**config.mk**
```make
export PLATFORM = sky130hd
export DESIGN_NAME = sel_encode_seq_flat
export DESIGN_NICKNAME = d
export VERILOG_FILES = /design/src/rtl/sel_pkg.sv /design/src/rtl/sel_encode_seq_if.sv /design/src/rtl/onehot_dec.sv /design/src/rtl/sel_encode_seq.sv /design/src/flat_wrapper.sv
export SDC_FILE = /design/constraint.sdc
export NUM_CORES = 1
export LEC_CHECK = 0
export CORE_ASPECT_RATIO = 0.9
export CORE_MARGIN = 10
export CORE_UTILIZATION = 49
export DETAILED_ROUTE_END_ITERATION = 8
export PLACE_DENSITY = 0.9
export SYNTH_ARGS = -nofsm -noshare
export SYNTH_HDL_FRONTEND = slang
export SYNTH_SLANG_ARGS = --single-unit
```
**constraint.sdc**
```tcl
create_clock -name clk -period 5.2 [get_ports clk]
set_clock_uncertainty 0.2 [all_clocks]
set_input_delay 1.04 -clock clk [delete_from_list [all_inputs] [get_ports clk]]
set_output_delay 1.04 -clock clk [all_outputs]
set_load 0.03 [all_outputs]
```
**src/rtl/sel_pkg.sv**
```systemverilog
// Shared types and constants for the register select-and-encode unit.
package sel_pkg;

    typedef enum logic [1:0] {
        IDLE = 2'd0,
        S_RB = 2'd1,
        S_RC = 2'd2,
        S_RA = 2'd3
    } seq_state_e;

    // Field positions for the default 32-bit instruction with a 5-bit opcode.
    localparam int RA_HI_DEF = 26;
    localparam int RB_HI_DEF = 22;
    localparam int RC_HI_DEF = 18;
    localparam int IMM_HI_DEF = 18;

endpackage

```
**src/rtl/sel_encode_seq_if.sv**
```systemverilog
// Control-unit <-> select/encode bundle; master is the control side, slave the unit.
interface sel_encode_seq_if #(
    parameter int INSTR_W = 32,
    parameter int REG_AW  = 4,
    parameter int DATA_W  = 32
);
    localparam int NUM_REGS = 2**REG_AW;

    logic                       ir_ld;
    logic [INSTR_W-1:0]         instr_in;
    logic                       Gra;
    logic                       Grb;
    logic                       Grc;
    logic                       Rin;
    logic                       Rout;
    logic                       BAout;
    logic                       seq_start;
    logic                       seq_imm;
    logic [NUM_REGS-1:0]        reg_in;
    logic [NUM_REGS-1:0]        reg_out;
    logic                       imm_out;
    logic                       zero_out;
    logic signed [DATA_W-1:0]   c_sext;
    logic                       seq_busy;
    logic                       seq_done;

    modport master (
        output ir_ld, instr_in, Gra, Grb, Grc, Rin, Rout, BAout, seq_start, seq_imm,
        input  reg_in, reg_out, imm_out, zero_out, c_sext, seq_busy, seq_done
    );

    modport slave (
        input  ir_ld, instr_in, Gra, Grb, Grc, Rin, Rout, BAout, seq_start, seq_imm,
        output reg_in, reg_out, imm_out, zero_out, c_sext, seq_busy, seq_done
    );

endinterface

```
**src/rtl/onehot_dec.sv**
```systemverilog
// Register-number to one-hot enable decoder; all zeros when disabled.
module onehot_dec #(
    parameter int REG_AW = 4
) (
    input  logic                   en_i,
    input  logic [REG_AW-1:0]      sel_i,
    output logic [2**REG_AW-1:0]   onehot_o
);

    always_comb begin
        onehot_o = '0;
        if (en_i) begin
            onehot_o[sel_i] = 1'b1;
        end
    end

endmodule

```
**src/rtl/sel_encode_seq.sv**
```systemverilog
// Instruction register, Ra/Rb/Rc one-hot select, immediate sign-extension and
// a three-step operand sequencer. Optional macro SEL_BA_ZERO_EN: BAout on R0 drives zero_out.
module sel_encode_seq
    import sel_pkg::*;
#(
    parameter int INSTR_W = 32,
    parameter int OPC_W   = 5,
    parameter int REG_AW  = 4,
    parameter int IMM_W   = 19,
    parameter int DATA_W  = 32
) (
    input  logic           clk,
    input  logic           clr,
    sel_encode_seq_if.slave bus
);

    localparam int NUM_REGS = 2**REG_AW;
    localparam int RA_HI    = INSTR_W - OPC_W - 1;
    localparam int RB_HI    = RA_HI - REG_AW;
    localparam int RC_HI    = RB_HI - REG_AW;

    seq_state_e                 state_q, state_d;
    logic [INSTR_W-1:0]         ir_q, ir_d;
    logic                       imm_sel_q, imm_sel_d;
    logic [NUM_REGS-1:0]        reg_in_q, reg_in_d;
    logic [NUM_REGS-1:0]        reg_out_q, reg_out_d;
    logic                       imm_out_q, imm_out_d;
    logic                       zero_q, zero_d;
    logic                       busy_q, busy_d;
    logic                       done_q, done_d;
    logic signed [DATA_W-1:0]   c_sext_q;

    logic [REG_AW-1:0]          ra_d, rb_d, rc_d, field;
    logic [REG_AW-1:0]          in_sel, out_sel;
    logic                       in_en, out_en;
    logic                       unused_opc;

    assign unused_opc = ^ir_q[INSTR_W-1 -: OPC_W];

    function automatic logic signed [DATA_W-1:0] sext_imm(input logic [INSTR_W-1:0] ir);
        logic signed [IMM_W-1:0] imm;
        imm = ir[IMM_W-1:0];
        return DATA_W'(imm);
    endfunction

    onehot_dec #(.REG_AW(REG_AW)) u_dec_in (
        .en_i     (in_en),
        .sel_i    (in_sel),
        .onehot_o (reg_in_d)
    );

    onehot_dec #(.REG_AW(REG_AW)) u_dec_out (
        .en_i     (out_en),
        .sel_i    (out_sel),
        .onehot_o (reg_out_d)
    );

    // Next state and next outputs; fields come from ir_d so a load in the
    // same cycle as seq_start is used by the sequence.
    always_comb begin
        state_d   = state_q;
        ir_d      = ir_q;
        imm_sel_d = imm_sel_q;
        in_en     = 1'b0;
        in_sel    = '0;
        out_en    = 1'b0;
        out_sel   = '0;
        imm_out_d = 1'b0;
        zero_d    = 1'b0;
        done_d    = 1'b0;
        field     = '0;

        if (state_q == IDLE && bus.ir_ld) begin
            ir_d = bus.instr_in;
        end
        ra_d = ir_d[RA_HI -: REG_AW];
        rb_d = ir_d[RB_HI -: REG_AW];
        rc_d = ir_d[RC_HI -: REG_AW];

        unique case (state_q)
            IDLE: begin
                if (bus.seq_start) begin
                    state_d   = S_RB;
                    imm_sel_d = bus.seq_imm;
                    out_en    = 1'b1;
                    out_sel   = rb_d;
                end else if (bus.Gra || bus.Grb || bus.Grc) begin
                    field   = bus.Gra ? ra_d : (bus.Grb ? rb_d : rc_d);
                    in_en   = bus.Rin;
                    in_sel  = field;
                    out_sel = field;
`ifdef SEL_BA_ZERO_EN
                    out_en  = bus.Rout || (bus.BAout && field != '0);
                    zero_d  = bus.BAout && field == '0;
`else
                    out_en  = bus.Rout || bus.BAout;
`endif
                end
            end
            S_RB: begin
                state_d = S_RC;
                if (imm_sel_q) begin
                    imm_out_d = 1'b1;
                end else begin
                    out_en  = 1'b1;
                    out_sel = rc_d;
                end
            end
            S_RC: begin
                state_d = S_RA;
                in_en   = 1'b1;
                in_sel  = ra_d;
            end
            S_RA: begin
                state_d = IDLE;
                done_d  = 1'b1;
            end
            default: state_d = IDLE;
        endcase

        busy_d = (state_d != IDLE);
    end

    // Registered state and outputs.
    always_ff @(posedge clk) begin
        if (clr) begin
            state_q   <= IDLE;
            ir_q      <= '0;
            imm_sel_q <= 1'b0;
            reg_in_q  <= '0;
            reg_out_q <= '0;
            imm_out_q <= 1'b0;
            zero_q    <= 1'b0;
            busy_q    <= 1'b0;
            done_q    <= 1'b0;
            c_sext_q  <= '0;
        end else begin
            state_q   <= state_d;
            ir_q      <= ir_d;
            imm_sel_q <= imm_sel_d;
            reg_in_q  <= reg_in_d;
            reg_out_q <= reg_out_d;
            imm_out_q <= imm_out_d;
            zero_q    <= zero_d;
            busy_q    <= busy_d;
            done_q    <= done_d;
            c_sext_q  <= sext_imm(ir_q);
        end
    end

    assign bus.reg_in   = reg_in_q;
    assign bus.reg_out  = reg_out_q;
    assign bus.imm_out  = imm_out_q;
    assign bus.zero_out = zero_q;
    assign bus.c_sext   = c_sext_q;
    assign bus.seq_busy = busy_q;
    assign bus.seq_done = done_q;

endmodule
```
**src/flat_wrapper.sv**
```systemverilog
// flat-port wrapper written by rule: the top's interface ports become plain ports
module sel_encode_seq_flat import sel_pkg::*;
#(
    parameter int INSTR_W = 32,
    parameter int OPC_W   = 5,
    parameter int REG_AW  = 4,
    parameter int IMM_W   = 19,
    parameter int DATA_W  = 32
)
  (clk, clr, bus_ir_ld, bus_instr_in, bus_Gra, bus_Grb, bus_Grc, bus_Rin, bus_Rout, bus_BAout, bus_seq_start, bus_seq_imm, bus_reg_in, bus_reg_out, bus_imm_out, bus_zero_out, bus_c_sext, bus_seq_busy, bus_seq_done);
  sel_encode_seq_if #(.INSTR_W(INSTR_W), .REG_AW(REG_AW), .DATA_W(DATA_W)) bus_i ();
  input  logic clk;
  input  logic clr;
  input wire logic [$bits(bus_i.ir_ld)-1:0] bus_ir_ld;
  input wire logic [$bits(bus_i.instr_in)-1:0] bus_instr_in;
  input wire logic [$bits(bus_i.Gra)-1:0] bus_Gra;
  input wire logic [$bits(bus_i.Grb)-1:0] bus_Grb;
  input wire logic [$bits(bus_i.Grc)-1:0] bus_Grc;
  input wire logic [$bits(bus_i.Rin)-1:0] bus_Rin;
  input wire logic [$bits(bus_i.Rout)-1:0] bus_Rout;
  input wire logic [$bits(bus_i.BAout)-1:0] bus_BAout;
  input wire logic [$bits(bus_i.seq_start)-1:0] bus_seq_start;
  input wire logic [$bits(bus_i.seq_imm)-1:0] bus_seq_imm;
  output wire logic [$bits(bus_i.reg_in)-1:0] bus_reg_in;
  output wire logic [$bits(bus_i.reg_out)-1:0] bus_reg_out;
  output wire logic [$bits(bus_i.imm_out)-1:0] bus_imm_out;
  output wire logic [$bits(bus_i.zero_out)-1:0] bus_zero_out;
  output wire logic [$bits(bus_i.c_sext)-1:0] bus_c_sext;
  output wire logic [$bits(bus_i.seq_busy)-1:0] bus_seq_busy;
  output wire logic [$bits(bus_i.seq_done)-1:0] bus_seq_done;
  assign bus_i.ir_ld = bus_ir_ld;
  assign bus_i.instr_in = bus_instr_in;
  assign bus_i.Gra = bus_Gra;
  assign bus_i.Grb = bus_Grb;
  assign bus_i.Grc = bus_Grc;
  assign bus_i.Rin = bus_Rin;
  assign bus_i.Rout = bus_Rout;
  assign bus_i.BAout = bus_BAout;
  assign bus_i.seq_start = bus_seq_start;
  assign bus_i.seq_imm = bus_seq_imm;
  assign bus_reg_in = bus_i.reg_in;
  assign bus_reg_out = bus_i.reg_out;
  assign bus_imm_out = bus_i.imm_out;
  assign bus_zero_out = bus_i.zero_out;
  assign bus_c_sext = bus_i.c_sext;
  assign bus_seq_busy = bus_i.seq_busy;
  assign bus_seq_done = bus_i.seq_done;
  sel_encode_seq #(.INSTR_W(INSTR_W), .OPC_W(OPC_W), .REG_AW(REG_AW), .IMM_W(IMM_W), .DATA_W(DATA_W)) u_core (.clk(clk), .clr(clr), .bus(bus_i));
endmodule
```
=== Word-level counts from Yosys, hierarchy flattened ===
Cells that the tools add are included.

* Output and inout port bits: 68
* Flip-flop bits (word level): 84

* Magnitude comparators: 4
* Mux-type cells: 24
* Bitwise logic cells: 3
* Reductions and logical operators: 12
* Equality and inequality tests: 3

{| class="wikitable"
|+ Operator list
! kind !! count
|-
| 27-bit two-way mux || 1
|-
| 4-bit two-way mux || 6
|-
| 4-bit case mux with 2 select lines || 2
|-
| 4-bit by 5-bit < comparator with 1-bit output, second input constant || 2
|-
| 1-bit two-way mux || 9
|-
| 1-bit demux with 4-bit select || 2
|-
| 4-bit by 1-bit greater-or-equal comparator with 1-bit output, second input constant || 2
|-
| 2-bit case mux with 4 select lines || 1
|-
| 2-bit OR reduction || 3
|-
| 2-bit == test, second input constant || 2
|-
| 1-bit case mux with 2 select lines || 2
|-
| 1-bit logical AND || 3
|-
| 1-bit logical OR || 3
|-
| 1-bit NOT || 3
|-
| 2-bit by 1-bit == test with 1-bit output, second input constant || 1
|-
| 2-bit logical NOT || 1
|-
| 2-bit two-way mux || 1
|-
| 2-bit AND reduction || 1
|-
| 2-bit nonzero test || 1
|}

=== Logic depth before layout (Yosys ltp) ===
* Word-level depth: 12
* Depth in mapped cells: 10
* Gate-level depth less buffers: 7

=== Modules after synthesis ===
From an unflattened synthesis, not the netlist that was laid out.

* Cell total of the unflattened synthesis: 341
* Area, all modules: 3201.8 µm²

{| class="wikitable"
|+ Modules (own cells, without submodules)
! module !! area each (µm²) !! times used !! sequential area each (µm²) !! cells an instance
|-
| sel_encode_seq || 2964.1 || 1 || 1681.6 || 295
|-
| onehot_dec (u_core.u_dec_in) || 120.1 || 1 || 0.0 || 23
|-
| onehot_dec (u_core.u_dec_out) || 117.6 || 1 || 0.0 || 23
|}

=== Least setup slack after synthesis ===
No wires, ideal clock.

* Path type: input-to-reg
* Start: in bus_Gra
* End: reg u_core.reg_in_q[4], in the netlist u_core.bus.reg_in[4]
* Setup time: 73 ps
* Arrival: 2456 ps
* Required time: 4927 ps
* Buffers on the path: 2
* Slack: 2471 ps
* Stages: 7
* Cells stage by stage: buf_6 > nand2b_1 > o311ai_1 > a211oi_2 > or4_1 > buf_6 > nor3_2

* Cells in the longest elaborated chain, start to end: 9
* Elaborated cells on any way between the ends: 16
* Classes of those cells: 2 x order compare; 9 x mux; 1 x bitwise; 4 x reduce/logical

{| class="wikitable"
|+ RTL lines
! what !! line !! source
|-
| from (decl) || flat_wrapper.sv:16 || <nowiki>input wire logic [$bits(bus_i.Gra)-1:0] bus_Gra;</nowiki>
|-
| 1-bit logical OR (2 in a row) || sel_encode_seq.sv:87 || <nowiki>end else if (bus.Gra || bus.Grb || bus.Grc) begin</nowiki>
|-
| 4-bit two-way mux || sel_encode_seq.sv:87 ||
|-
| 4-bit two-way mux || sel_encode_seq.sv:82 || <nowiki>if (bus.seq_start) begin</nowiki>
|-
| 4-bit case mux with 2 select lines || sel_encode_seq.sv:80 || <nowiki>unique case (state_q)</nowiki>
|-
| 4-bit by 5-bit < comparator with 1-bit output (not written as such) / 4-bit by 1-bit greater-or-equal comparator with 1-bit output (equally long branches) || onehot_dec.sv:13 || <nowiki>onehot_o[sel_i] = 1'b1;</nowiki>
|-
| 1-bit logical AND (not written as such) || onehot_dec.sv:13 ||
|-
| 1-bit two-way mux (not written as such) || onehot_dec.sv:13 ||
|-
| 1-bit demux with 4-bit select || onehot_dec.sv:13 ||
|-
| to (signal assigned) || sel_encode_seq.sv:141 || <nowiki>reg_in_q <= reg_in_d;</nowiki>
|-
| to (decl) || sel_encode_seq.sv:25 || <nowiki>logic [NUM_REGS-1:0] reg_in_q, reg_in_d;</nowiki>
|}

Parallel ways exist; a longest one is shown, timed or not.
A chain may end at the register's enable or synchronous reset.

=== Worst setup path in the final report ===
* Start: in bus_ir_ld
* End: reg u_core.reg_in_q[12], in the netlist u_core.bus.reg_in[12]

* Cells in the longest elaborated chain, start to end: 11
* Elaborated cells on any way between the ends: 12
* Classes of those cells: 2 x order compare; 8 x mux; 2 x reduce/logical

{| class="wikitable"
|+ RTL lines
! what !! line !! source
|-
| from (decl) || flat_wrapper.sv:14 || <nowiki>input wire logic [$bits(bus_i.ir_ld)-1:0] bus_ir_ld;</nowiki>
|-
| 1-bit logical AND (*) || sel_encode_seq.sv:73 || <nowiki>if (state_q == IDLE && bus.ir_ld) begin</nowiki>
|-
| 27-bit two-way mux (*) || sel_encode_seq.sv:73 ||
|-
| 4-bit two-way mux (2 in a row) || sel_encode_seq.sv:88 || <nowiki>field = bus.Gra ? ra_d : (bus.Grb ? rb_d : rc_d);</nowiki>
|-
| 4-bit two-way mux || sel_encode_seq.sv:87 ||
|-
| 4-bit two-way mux || sel_encode_seq.sv:82 ||
|-
| 4-bit case mux with 2 select lines (*) || sel_encode_seq.sv:80 ||
|-
| 4-bit by 5-bit < comparator with 1-bit output (not written as such) / 4-bit by 1-bit greater-or-equal comparator with 1-bit output (equally long branches) || onehot_dec.sv:13 ||
|-
| 1-bit logical AND (not written as such) || onehot_dec.sv:13 ||
|-
| 1-bit two-way mux (not written as such) || onehot_dec.sv:13 ||
|-
| 1-bit demux with 4-bit select (*) || onehot_dec.sv:13 ||
|}

Mark *: on every way between the ends. The rest lies on a longest branch, timed or not.

==> results.tsv <==
metric	value	unit
FF-to-FF setup slack	1850	ps
Syn Nets	381	
Pre-antenna DRT Iters	4	
diode count	0	
CTS Buffer Depth	2	
CP max stage delay	750	ps
Post-CTS Setup Inserts	0	
setup TNS	0	ps
IO Pins	111	
Worst EP required	5270	ps
Hold WC Path Type	reg -> reg	
Avg Cell Area, Syn	10.2	um^2
Initial Util	0.508	
Filler cells	539	
Sink Count	84	
P_leak	0.00160	uW
Synth area leaders	dfxtp_1, a21oi_1, nand2_1	
min cycle time layout	3490	ps
Slew Limit Headroom	0.372	
Routed Antenna Nets	0	
setup violators final	0	
Crit-path slowest cell	or4_1	
row count	28	
initial antenna violation count	0	
f_max	287	MHz
gpl congestion	0.847	
nature of the critical path startpoint	input pin	
port bufs	104	
Final Cell Area	0.00452	mm^2
hold_buf cts	0	
RSZ-0062 raised after global routing	false	
worst path arrival time	3560	ps
Iter 0 DRT Violations	173	
final period utilization	0.671	
setup ws final	1710	ps
total track usage	0.157	
predominant post-synthesis flop cell	dfxtp_1	
CP endpoint kind	register	
Synth async-reset ratio	0	
Post-Synthesis Cells	333	
Final Util	0.678	
share of layout cells above drive strength 1	0.136	
die extent in y	98.8	um
register area share after synthesis	0.497	
Core ar.	0.00666	mm^2
outcome	complete, no violations	
critical path class	in -> reg	
GR Overflow Total	0	
pre-CTS setup slack	1360	ps
synth warn	0	
max cap viols	0	
pwr/cell area	361	mW/mm^2
Nets	463	
post-cts gate resize count	0	
global-route wire length before repair	13400	um
via count	2636	
Avg WL per Cell	16.6	um
VDD IR max	0.192	mV
routed vias/inst	5.19	
Clk Latency, worst-skew pair	350	ps
Post-synth top cells	dfxtp_1, nand2_1, a21oi_1	
most common cell in the synthesized netlist	dfxtp_1	
placed cell area	0.00429	mm^2
Post-synth EDFFs	0	
Root Driver	clkbuf_8	
Slew @ Worst Pin	942	ps
largest net degree at the start of global routing	55	
Die W	108	um
mapped cell area	0.00338	mm^2
largest area contributor in the netlist	dfxtp_1	
TritonCTS Buffers	9	
CTS tree	done	
H-tree Lvls	3	
WL final	8430	um
unique cell type count in the Yosys netlist	57	
Synth Register Bits	84	
CP Cell Sequence	clkdlybuf4s50_1 > buf_4 > and2_4 > mux2i_4 > a211oi_2 > or4_1 > nor3_2	
Synth top area share	0.497	
DRC Markers	0	
Area growth, synth to finish	33.6	%
crit path max fanout	24	
clk slew on worst S/H paths	80	ps
number of global-route vias before repair	2661	
HPWL after DPL	6170	um
die footprint	0.0106	mm^2
Slew Limit Fails	0	
Final Hold Fails	0	
cell usage in the layout (no fill, tap or decap), types with 4 or more instances in the layout:
| cell | Yosys | final |
|---|---|---|
| nor2b_1 | 18 | 18 |
| ha_1 | 5 | 5 |
| nand2b_1 | 4 | 4 |
| inv_1 | 8 | 8 |
| a21bo_2 | 4 | 4 |
| nor2_1 | 13 | 13 |
| dfxtp_1 | 84 | 84 |
| clkdlybuf4s50_1 | 0 | 103 |
| a21oi_1 | 27 | 27 |
| nor4b_2 | 6 | 6 |
| nor3_1 | 6 | 6 |
| clkbuf_8 | 0 | 9 |
| nand2_1 | 36 | 36 |
| nand3_1 | 16 | 16 |
| nor4_2 | 9 | 9 |
| mux2i_1 | 4 | 4 |
| nor3_2 | 6 | 6 |
sequential cells by signal, indices dropped and copies added, names as in the netlist:
signal,count
u_core.ir_q,27
u_core.bus.seq_done,1
u_core.state_q,2
u_core.bus.c_sext,19
u_core.bus.reg_in,16
u_core.bus.seq_busy,1
u_core.bus.imm_out,1
u_core.bus.reg_out,16
u_core.imm_sel_q,1
metrics by stage:
| stage | power (uW) | cells | hold slack, ps |
|---|---|---|---|
| CTS | 1630 | 508 | 242 |
| global route | 1700 | 508 | 274 |
| detailed placement | 1100 | 494 | 230 |
| finish | 1630 | 508 | 243 |
| floorplan | 1010 | 333 | 218 |
| global placement | 1090 | 494 | 231 |
report_power, final:
| group | internal (uW) | switching [uW] | leakage, uW | total, uW |
|---|---|---|---|---|
| Clock | 313 | 223 | 0.000111 | 536 |
| Sequential | 685 | 17.4 | 0.000684 | 703 |
| Combinational | 146 | 244 | 0.000808 | 390 |
| Total | 1140 | 484 | 0.00160 | 1630 |
critical path: cells and delay by family:
| kind | cells | cell delay (ps) |
|---|---|---|
| AO/OA/AOI/OAI | 1 | 120 |
| buffers and inverters | 2 | 730 |
| multiplexers | 1 | 310 |
| AND/OR/NAND/NOR | 3 | 1350 |
final timing paths:
check	from	endpoint	cells past startpoint
hold / removal	u_core.imm_sel_q	u_core.bus.imm_out	2
hold reg to reg	u_core.imm_sel_q	u_core.bus.imm_out	2
setup reg to reg	u_core.state_q[0]	u_core.bus.reg_in[12]	7
setup / recovery	bus_ir_ld	u_core.bus.reg_in[12]	7
logic make-up (layout without fill, tap and decap cells):
| family | after synthesis | count (layout) | synth area share |
|---|---|---|---|
| AND/OR/NAND/NOR | 133 | 133 | 0.244 |
| flip-flops | 84 | 84 | 0.497 |
| AO/OA/AOI/OAI | 62 | 62 | 0.136 |
| buffers and inverters | 43 | 128 | 0.0844 |
| adder cells (fa/ha/maj) | 5 | 5 | 0.0185 |
| multiplexers | 5 | 5 | 0.0185 |
| other | 1 | 1 | 0.00111 |
routing by layer:
layer / vias up / track usage / share of wire / wire length, um
met5: - / 0 / 0 / 0
met4: 0 / 0.0606 / 0.020 / 165
met3: 16 / 0.0495 / 0.082 / 692
met2: 99 / 0.267 / 0.52 / 4360
met1: 1217 / 0.180 / 0.38 / 3220
li1: 1304 / - / - / -
final cells by class:
cell class              instances  area [um^2]  share of cell area
well taps                      90          113              0.0249
inverters                       8         30.0             0.00665
clock inverters                 5          103              0.0227
multi-input cells             206         1410               0.313
clock buffers                   9          124              0.0274
flip-flops and latches         84         1680               0.372
repair buffers                106         1050               0.233
Note: power is estimated with default switching activity, not from simulation.
